===== src/rtl/pe_cmd_defines.sv =====
// rtl/pe_cmd_defines.sv - shared register map, trigger value and sequencer state encodings
package pe_cmd_defines;

  // Wrapper slave register offsets
  localparam logic [2:0] REG_ADDR = 3'd0;
  localparam logic [2:0] REG_D1   = 3'd1;
  localparam logic [2:0] REG_D2   = 3'd2;
  localparam logic [2:0] REG_D3   = 3'd3;
  localparam logic [2:0] REG_D4   = 3'd4;
  localparam logic [2:0] REG_TRIG = 3'd5;

  // Value written to the trigger register to commit the staged instruction
  localparam logic [31:0] TRIG_VALUE = 32'h1;

  typedef enum logic [1:0] {
    ST_IDLE  = 2'd0,
    ST_BEAT  = 2'd1,
    ST_GAP   = 2'd2,
    ST_SHRST = 2'd3
  } seqState_e;

endpackage


===== src/rtl/pe_instr_load_sequencer.sv =====
// rtl/pe_instr_load_sequencer.sv - serialises 128-bit instructions into wrapper bus writes
module pe_instr_load_sequencer
  import pe_cmd_defines::*;
#(
  parameter int DataWidth      = 32,
  parameter int AddrWidth      = 5,
  parameter int RstPulseCycles = 2
) (
  input  logic                   iClk,
  input  logic                   iReset_n,
  input  logic                   iLoad_valid,
  output logic                   oLoad_ready,
  input  logic [AddrWidth-1:0]   iLoad_addr,
  input  logic [4*DataWidth-1:0] iLoad_instr,
  input  logic                   iLoad_last,
  output logic                   oChipSelect_n,
  output logic                   oWrite_n,
  output logic                   oRead_n,
  output logic [31:0]            oAddress,
  output logic [DataWidth-1:0]   oData,
  output logic                   oShader_rst_n,
  output logic                   oBusy,
  output logic                   oInstr_done,
  output logic                   oProg_done,
  output logic [AddrWidth:0]     oInstr_count
);

  localparam int RstCntW = (RstPulseCycles > 1) ? $clog2(RstPulseCycles) : 1;
  localparam logic [AddrWidth:0] MaxCount = {1'b1, {AddrWidth{1'b0}}};

  seqState_e state, nextState;

  logic [2:0]             beatIdx;
  logic [2:0]             nextIdx;
  logic [RstCntW-1:0]     rstCnt;
  logic [4*DataWidth-1:0] instrQ;
  logic                   lastQ;
  logic                   progDoneQ;
  logic                   handshake;
  logic                   instrCommit;
  logic [DataWidth-1:0]   beatWord;

  assign handshake   = (state == ST_IDLE) && iLoad_valid;
  assign instrCommit = (state == ST_GAP) && (beatIdx == REG_TRIG);
  assign nextIdx     = handshake ? REG_ADDR : beatIdx + 3'd1;

  // State register
  always_ff @(posedge iClk) begin
    if (!iReset_n) begin
      state <= ST_IDLE;
    end else begin
      state <= nextState;
    end
  end

  // Next-state: BEAT/GAP alternate six times, then optional shader-reset hold
  always_comb begin
    nextState = state;
    unique case (state)
      ST_IDLE:  if (iLoad_valid) nextState = ST_BEAT;
      ST_BEAT:  nextState = ST_GAP;
      ST_GAP: begin
        if (beatIdx == REG_TRIG) begin
          nextState = lastQ ? ST_SHRST : ST_IDLE;
        end else begin
          nextState = ST_BEAT;
        end
      end
      ST_SHRST: if (rstCnt == '0) nextState = ST_IDLE;
      default:  nextState = ST_IDLE;
    endcase
  end

  // Word for the beat being entered; index 0 only occurs at the handshake,
  // so the address comes straight from the input while it is being latched
  always_comb begin
    beatWord = '0;
    unique case (nextIdx)
      REG_ADDR: beatWord = DataWidth'(iLoad_addr);
      REG_D1:   beatWord = instrQ[4*DataWidth-1:3*DataWidth];
      REG_D2:   beatWord = instrQ[3*DataWidth-1:2*DataWidth];
      REG_D3:   beatWord = instrQ[2*DataWidth-1:DataWidth];
      REG_D4:   beatWord = instrQ[DataWidth-1:0];
      REG_TRIG: beatWord = DataWidth'(TRIG_VALUE);
      default:  beatWord = '0;
    endcase
  end

  // Datapath: latch instruction, step beat index, register bus address/data, count commits
  always_ff @(posedge iClk) begin
    if (!iReset_n) begin
      beatIdx      <= REG_ADDR;
      rstCnt       <= '0;
      instrQ       <= '0;
      lastQ        <= 1'b0;
      progDoneQ    <= 1'b0;
      oAddress     <= '0;
      oData        <= '0;
      oInstr_count <= '0;
    end else begin
      progDoneQ <= (state == ST_SHRST) && (nextState == ST_IDLE);
      if (handshake) begin
        instrQ  <= iLoad_instr;
        lastQ   <= iLoad_last;
        beatIdx <= REG_ADDR;
      end else if ((state == ST_GAP) && (beatIdx != REG_TRIG)) begin
        beatIdx <= beatIdx + 3'd1;
      end
      if (nextState == ST_BEAT) begin
        oAddress <= 32'(nextIdx);
        oData    <= beatWord;
      end
      if (nextState == ST_SHRST && state == ST_GAP) begin
        rstCnt <= RstCntW'(RstPulseCycles - 1);
      end else if ((state == ST_SHRST) && (rstCnt != '0)) begin
        rstCnt <= rstCnt - 1'b1;
      end
      if ((state == ST_SHRST) && (nextState == ST_IDLE)) begin
        oInstr_count <= '0;
      end else if (instrCommit && (oInstr_count != MaxCount)) begin
        oInstr_count <= oInstr_count + 1'b1;
      end
    end
  end

  // Moore outputs decoded from the current state
  always_comb begin
    oLoad_ready   = (state == ST_IDLE);
    oBusy         = (state != ST_IDLE);
    oChipSelect_n = (state != ST_BEAT);
    oWrite_n      = (state != ST_BEAT);
    oShader_rst_n = (state != ST_SHRST);
    oInstr_done   = instrCommit;
    oProg_done    = progDoneQ;
  end

  assign oRead_n = 1'b1;

endmodule

===== config.mk =====
export PLATFORM = sky130hd
export DESIGN_NAME = pe_instr_load_sequencer
export DESIGN_NICKNAME = d
export VERILOG_FILES = /design/src/rtl/pe_cmd_defines.sv /design/src/rtl/pe_instr_load_sequencer.sv
export SDC_FILE = /design/constraint.sdc
export NUM_CORES = 1
export LEC_CHECK = 0
export CAP_MARGIN = 20
export CELL_PAD_IN_SITES_DETAIL_PLACEMENT = 0
export CELL_PAD_IN_SITES_GLOBAL_PLACEMENT = 1
export CORE_ASPECT_RATIO = 0.9
export CORE_MARGIN = 2
export CORE_UTILIZATION = 35
export CTS_CLUSTER_SIZE = 10
export DETAILED_ROUTE_END_ITERATION = 12
export PLACE_DENSITY_LB_ADDON = 0.08
export SYNTH_ARGS = -nofsm -noshare
export SYNTH_HDL_FRONTEND = slang
export SYNTH_SLANG_ARGS = --single-unit

===== constraint.sdc =====
create_clock -name iClk -period 2.1 [get_ports iClk]
set_clock_uncertainty 0.05 [all_clocks]
set_input_delay 0.63 -clock iClk [delete_from_list [all_inputs] [get_ports iClk]]
set_output_delay 0.63 -clock iClk [all_outputs]
set_load 0.01 [all_outputs]

# ---- Word-level counts from Yosys, hierarchy flattened
# Index checks and enable logic that the tools add are counted.
dict set report word_totals {
  reg_bits 177
  latchBits 0
  mem_bits_rw 0
  rom_bits 0
  inputBits 137
  output_inout_bits 78
  elab_cells 51
  mem_count 0
}
dict set report classes {
  n_addsub 3
  multipliers 0
  div_mod_pow 0
  magnitude_cmp 0
  n_eq_ne 15
  shift 0
  n_mux 9
  n_bitwise 1
  reduce_logical 14
}
# cell n
set ops {}
lappend ops {{$pmux W32 S6} 1}
lappend ops {{$eq A3 B3 Y1 const B} 3}
lappend ops {{$mux W2} 4}
lappend ops {{$pmux W2 S4} 1}
lappend ops {{$logic_and A1 B1 Y1} 7}
lappend ops {{$add A6 B1 Y6 const B} 1}
lappend ops {{$eq A2 B2 Y1 const B} 3}
lappend ops {{$eq A3 B2 Y1 const B} 2}
lappend ops {{$ne A6 B6 Y1 const B} 1}
lappend ops {{$eq A2 B1 Y1 const B} 2}
lappend ops {{$logic_not A2 Y1} 2}
lappend ops {{$reduce_bool A2 Y1} 2}
lappend ops {{$reduce_or A2 Y1} 2}
lappend ops {{$add A3 B1 Y3 const B} 1}
lappend ops {{$eq A3 B1 Y1 const B} 1}
lappend ops {{$logic_not A3 Y1} 1}
lappend ops {{$mux W3} 1}
lappend ops {{$ne A3 B3 Y1 const B} 1}
lappend ops {{$mux W1} 2}
lappend ops {{$ne A2 B1 Y1 const B} 1}
lappend ops {{$ne A2 B2 Y1 const B} 1}
lappend ops {{$not A1 Y1} 1}
lappend ops {{$sub A1 B1 Y1 const B} 1}

# ---- Logic depth before layout (Yosys ltp)
# Gate-level depths: netlist of the first run.
dict set report depth {
  word_depth 6
  mapped_depth 9
  depth_no_buf 7
}

# ---- Least setup slack after synthesis of the first run
# Ideal clock, no wire load.
dict set report synth_timing {
  path_type {input port to flip-flop}
  startpoint {in iLoad_valid}
  endpoint {reg oData[21]}
  setup_ns 0.067
  t_arrival_ns 1.740
  required_time_ns 1.983
  setup_slack_ns 0.243
  cell_stages 7
  path_buffers 2
  cell_sequence {nor3b_2 -> buf_6 -> nor3_4 -> nand3_4 -> buf_6 -> a2bb2oi_1 -> o21ai_2}
}
dict set report synth_between {
  elab_chain_len 4
  elab_cells_between_ends 12
  cone_classes {eq/ne (6); mux (4); reduce/logical (2)}
}
# element line
set synth_lines {}
lappend synth_lines {{from (decl)} pe_instr_load_sequencer.sv:11} ;# input logic iLoad_valid,
lappend synth_lines {{$logic_and A1 B1 Y1} pe_instr_load_sequencer.sv:43} ;# assign handshake = (state == ST_IDLE) && iLoad_valid;
lappend synth_lines {{$mux W3} pe_instr_load_sequencer.sv:45} ;# assign nextIdx = handshake ? REG_ADDR : beatIdx + 3'd1;
lappend synth_lines {{$eq A3 B3 Y1 (tied with other cells)} pe_instr_load_sequencer.sv:78} ;# unique case (nextIdx)
lappend synth_lines {{$pmux W32 S6} pe_instr_load_sequencer.sv:78}
lappend synth_lines {{to (signal assigned)} pe_instr_load_sequencer.sv:111} ;# oData <= beatWord;
lappend synth_lines {{to (decl)} pe_instr_load_sequencer.sv:20} ;# output logic [DataWidth-1:0] oData,
# Parallel ways exist; a longest one is shown, timed or not.
# A chain may end at the register's enable or synchronous reset.

# ---- Worst setup path after layout of the first run
dict set report layout_timing {
  startpoint {reg oData[3]}
  endpoint {out oData[3]}
}
# No word-level cell between the ends.

==> results of run 1 <==
per-stage QoR:
| step | setup slack (ps) | instances |
|---|---|---|
| 4_1_cts | -155 | 1392 |
| 3_5_place_dp | -357 | 1360 |
| 6_report | 48.8 | 1394 |
| 3_3_place_gp | -345 | 1360 |
| 5_1_grt | -7.69 | 1394 |
| 2_1_floorplan | 243 | 947 |
cells by family after synthesis:
kind of cell / Yosys count / synth area share [%]
AND/OR/NAND/NOR: 339 / 18.5
AO/OA/AOI/OAI: 250 / 19.9
flip-flops: 177 / 47.3
buffers and inverters: 106 / 7.93
multiplexers: 34 / 4.69
XOR/XNOR: 7 / 0.919
adder cells (fa/ha/maj): 4 / 0.668
other: 2 / 0.100
cell type report:
type	count	area [um2]
timing repair buffer	229	2300
tap	286	358
clock inverter	13	154
sequential	177	3560
multi-input combinational	664	3490
fill	2131	10600
inverter	6	25.0
clock buffer	19	433
flip-flops by register name (all words and copies together), names as in the netlist:
signal / flops
state: 2
oData: 32
lastQ: 1
oAddress: 3
instrQ: 128
oInstr_count: 6
oProg_done: 1
rstCnt: 1
beatIdx: 3
worst paths after layout:
check	start	endpoint	slack, ps
max	oData[3]	oData[3]	50
min	instrQ[65]	instrQ[65]	400
max reg2reg	beatIdx[0]	oData[3]	140
min reg2reg	instrQ[65]	instrQ[65]	400
metal layers:
| metal | track usage, % | share of wire (%) | vias up |
|---|---|---|---|
| li1 | - | - | 3387 |
| met1 | 29.8 | 52 | 2999 |
| met2 | 27.2 | 42 | 154 |
| met3 | 5.43 | 6.2 | 10 |
| met4 | 3.84 | 0.62 | 0 |
| met5 | 0 | 0 | - |
cells in the final DEF, fill, tap and decap left out, types with 17 or more instances in the layout:
cell type	count
a22oi_1	31
clkbuf_16	17
o21ai_1	33
buf_4	36
a21oi_1	141
mux2i_1	25
a2bb2oi_1	20
dfxtp_1	170
conb_1	30
nor2_1	17
nand2_1	284
clkdlybuf4s50_1	176
power groups by stage:
| stage | Sequential (uW) | Combinational [uW] | Clock [uW] |
|---|---|---|---|
| floorplan | 3710 | 647 | 0 |
| global placement | 3720 | 1190 | 0 |
| detailed placement | 3730 | 1200 | 0 |
| CTS | 3650 | 1200 | 3270 |
| global route | 3670 | 1310 | 3410 |
| finish | 3650 | 1190 | 3190 |
timing repair:
item	4_1_cts	5_1_grt
setup buffers	0	2
resized for setup	16	12
pin swaps	0	1
setup endpoints to repair	9	24
==> out/metrics.cfg, run 1 <==
[status]
status=complete, no violations

[timing]
fin_crit_sh_pct=97.7
tns_ps=0
worst_slew_pin_slew_ps=654
finalSetupViolCount=0
whs_ps=405
drv_slew=0
rsz0062_at_grt=true
slew_headroom_pct=56.4
hold_viol_final=0
max_freq_mhz=488
final.min_clock_period_ps=2050

[drt]
drc=0
num_vias=6550
vias_per_cell=4.70
wire_per_inst_um=16.1
ant_nets=0
dr.pass1.iters=4
drt_iter0_markers=328
drt-total-wl_um=22500

[logic_synthesis]
yosys_warnings=0
synth_seq_cells=177
synthCells=919
netlist-cell-type-count=50
synthFlopType=dfxtp_1
synth_top_area_share_pct=47.3
avgSynthCellArea_um2=8.15
synthesis.area_um2=7490
synth.area.top_cells=dfxtp_1 47%, nand2_1 14%, a21oi_1 9.4%, buf_4 3.7%, mux2i_1 3.3%
synth_most_common_cell=nand2_1
synth-seq-area-share_pct=47.3
yosys-top-cells-count=285 x nand2_1, 177 x dfxtp_1, 141 x a21oi_1
synth-edff-count=0
yosys.area.top_type=dfxtp_1
synthArstFlopShare_pct=0

[power]
share_seq_of_total_power_pct=45.5
p_leak_uw=0.00385
pwr-share-comb_pct=14.8
intPower_uw=5910
power_density_nw_per_um2=778
finalPower_uw=8030
ir_drop_mv=0.512
clkPwrFrac_pct=39.7
p_switching_uw=2120
p_sw_share_pct=26.4

[die]
core_um2=20900
rows=50
initial_core_util_pct=35.9
die_h_um=143
die_w_um=158
dieArea_um2=22600
io_pins=215

[min_path]
hold_depth=2
min_path_type=reg -> reg

[clock_network]
htreeDepth=4
cts_tree=yes
cts_sinks=177
clkLatencyLatePin_ps=430
numCtsBuffers=17
cts.path.max_buffers=2
clk_pin_slew_ps=60
cts_root_buf=clkbuf_16
ctsHoldBuffers=0

[critical_path]
reg2reg_depth=7
path_buf_inv=1
critPathMaxStageDelay_ps=610
cp_cell_sequence=clkdlybuf4s50_1
critPathKind=reg -> out
worstPathRequired_ps=1420
critPathTopFamily=buffers and inverters
start_kind=register
slowest_stage=clkdlybuf4s50_1
end_kind=primary output
critPathMaxFanout=2
path_depth=1
critPathArrivalTime_ps=1370

[final_layout]
antenna_cells=0
drive_gt1_share_pct=10.6
final_nets=1236
utilization_pct=49.4
final_area_um2=10300
syn2layout_area_growth_pct=37.8

[placed_design]
portBuffers=184
placed_area_um2=9680
gp_congestion=0.806
hpwl_um=15700

[global_routing]
antenna_found_initial=1
grt_pass1_vias=5977
grt.total_usage_pct=19.5
overflow=0
grt_max_degree=76
grt_first_pass_wirelength_um=33700

[job]
cap_violations=0

(Power assumes the default switching activity.)
==> inputs of run 2 (changes only) <==
SKIP_CTS_REPAIR_TIMING = 1   (was default)
==> run 2 against run 1 <==
The flow now finishes with violations (negative setup slack). Via count grew 0.78%. Worst hold slack worse by 0.97 ps. Routed wire length increased by 1.4%. Clock power barely moved. Global-route usage unchanged. Flip-flop and latch count is the same. Sequential share of layout area decreased by 0.23 points. Highest routed layer unchanged.
==> out/metrics.cfg, run 2 (synthesis gave the netlist of run 1 again) <==
[status]
status=finished, violations left  ; was complete, no violations
violations=negative setup slack

[die]
die_h_um=143  ; unchanged
dieArea_um2=22600  ; unchanged
core_um2=20900  ; unchanged
rows=50  ; unchanged
io_pins=215  ; unchanged
die_w_um=158  ; unchanged
initial_core_util_pct=35.9  ; unchanged

[timing]
final.min_clock_period_ps=2110  ; was 2050 ps
tns_ps=-8.36  ; was 0 ps
drv_slew=0  ; unchanged
worst_slew_pin_slew_ps=658  ; was 654 ps
finalSetupViolCount=1  ; was 0
setup_slack_ps=-8.36  ; was 48.8 ps
hold_viol_final=0  ; unchanged
fin_crit_sh_pct=100  ; was 97.7%
rsz0062_at_grt=true  ; unchanged
max_freq_mhz=474  ; was 488 MHz
whs_ps=404  ; was 405 ps
slew_headroom_pct=56.1  ; was 56.4%

[drt]
ant_nets=0  ; unchanged
num_vias=6601  ; was 6550
drt-total-wl_um=22800  ; was 22500 um
dr.pass1.iters=6  ; was 4
wl_met2_um=9570  ; was 9330 um
vias_per_cell=4.73  ; was 4.70
dr.max_layer_used=met4  ; unchanged
drt_iter0_markers=289  ; was 328
drc=0  ; unchanged
met1_length_um=11600  ; about the same
wl_met3_um=1450  ; was 1380 um
wire_per_inst_um=16.3  ; was 16.1 um

[min_path]
hold_depth=2  ; unchanged
hold_start=instrQ[49]  ; was instrQ[65]
whs_endpoint=instrQ[49]  ; was instrQ[65]
min_path_type=reg -> reg  ; unchanged

[final_layout]
fin_cells=1396  ; was 1394
largest_reg_flops=128  ; unchanged
layout_commonest_cell=nand2_1  ; unchanged
syn2layout_area_growth_pct=38.6  ; was 37.8%
drive_gt1_share_pct=10.7  ; was 10.6%
largest-register=instrQ  ; unchanged
utilization_pct=49.7  ; was 49.4%
layout_common_cells=284 x nand2_1, 175 x clkdlybuf4s50_1, 171 x dfxtp_1  ; was 284 x nand2_1, 176 x clkdlybuf4s50_1, 170 x dfxtp_1
antenna_cells=0  ; unchanged
reg.largest.list=instrQ (128), oData (32), oInstr_count (6)  ; unchanged
final_nets=1238  ; was 1236
fillers=2126  ; was 2131

[critical_path]
r2r-start=beatIdx[1]  ; was beatIdx[0]
critPathArrivalTime_ps=1430  ; was 1370 ps
cp_cell_sequence=inv_1 > ha_1 > and4b_2 > dlymetal6s2s_1  ; was clkdlybuf4s50_1
end_kind=primary output  ; unchanged
reg2reg_depth=10  ; was 7
rrSetupSlack_ps=140  ; about the same
critPathMaxStageDelay_ps=340  ; was 610 ps
critPathMaxFanout=3  ; was 2
start_kind=register  ; unchanged
slowest_stage=dfxtp_2  ; was clkdlybuf4s50_1
rr_endpoint=oData[3]  ; unchanged
worstPathRequired_ps=1420  ; about the same
critPathKind=reg -> out  ; unchanged

[power]
p_leak_uw=0.00392  ; was 0.00385 uW
p_sw_share_pct=26.4  ; about the same
pwr-share-comb_pct=15.1  ; was 14.8%
intPower_uw=5930  ; was 5910 uW
clkPwrFrac_pct=39.5  ; was 39.7%
finalPower_uw=8060  ; was 8030 uW
p_switching_uw=2130  ; was 2120 uW
share_seq_of_total_power_pct=45.3  ; was 45.5%
power_density_nw_per_um2=776  ; was 778 nW/um2
ir_drop_mv=0.502  ; was 0.512 mV

[global_routing]
antenna_found_initial=1  ; unchanged
grt.total_usage_pct=19.5  ; unchanged
grt_pass1_vias=5976  ; was 5977
overflow=0  ; unchanged
grt_max_degree=76  ; unchanged
grt_first_pass_wirelength_um=33700  ; about the same

[clock_network]
cts_root_buf=clkbuf_16  ; unchanged
cts_sinks=177  ; unchanged
clk_pin_slew_ps=70  ; was 60 ps
htreeDepth=4  ; unchanged
numCtsBuffers=17  ; unchanged
cts.path.max_buffers=2  ; unchanged
cts_tree=yes  ; unchanged
clkLatencyLatePin_ps=420  ; was 430 ps

[job]
cap_violations=0  ; unchanged

[placed_design]
gp_congestion=0.806  ; unchanged
portBuffers=184  ; unchanged
dp_cells=1360  ; unchanged
hpwl_um=15700  ; unchanged

run 2: worst max-delay path, delay by kind of cell (launching register included):
| kind | cells | cell delay, ps |
|---|---|---|
| flip-flops | 1 | 340 |
| buffers and inverters | 2 | 220 |
| AND/OR/NAND/NOR | 1 | 250 |
| adder cells (fa/ha/maj) | 1 | 200 |
run 2: per-layer routing:
metal,vias up,global-route usage (%)
met3,8,5.43
met2,150,27.2
met4,0,3.84
met5,-,0
li1,3395,-
met1,3048,29.9
run 2: final cells by class:
| type | count | area (um2) | area share, % |
|---|---|---|---|
| clock buffer | 19 | 433 | 4.17 |
| clock inverter | 13 | 154 | 1.48 |
| inverter | 6 | 25.0 | 0.241 |
| multi-input combinational | 664 | 3490 | 33.7 |
| sequential | 177 | 3550 | 34.2 |
| tap | 286 | 358 | 3.45 |
| timing repair buffer | 231 | 2360 | 22.8 |
run 2: how the worst max path moves through the flow:
stage | start | to | cells past startpoint
floorplan | iLoad_valid | oData[21] | 7
global placement | iLoad_valid | instrQ[117] | 5
detailed placement | iLoad_valid | instrQ[30] | 5
CTS | beatIdx[1] | oInstr_done | 4
global route | beatIdx[0] | oInstr_done | 3
finish | beatIdx[1] | oInstr_done | 4
run 2: power by group through the flow:
stage	Sequential [uW]	Clock [uW]	Combinational [uW]
5_1_grt	3670	3420	1340
3_3_place_gp	3720	0	1190
3_5_place_dp	3730	0	1200
4_1_cts	3650	3270	1200
6_report	3650	3180	1220
2_1_floorplan	3710	0	647
run 2: per-stage QoR:
| stage | worst slack [ps] | instance area [um2] |
|---|---|---|
| after detailed placement | -357 | 9680 |
| after CTS | -444 | 10300 |
| final | -8.36 | 10400 |
| after global placement | -345 | 9680 |
| after floorplan | 243 | 7600 |
| after global routing | -83.7 | 10400 |
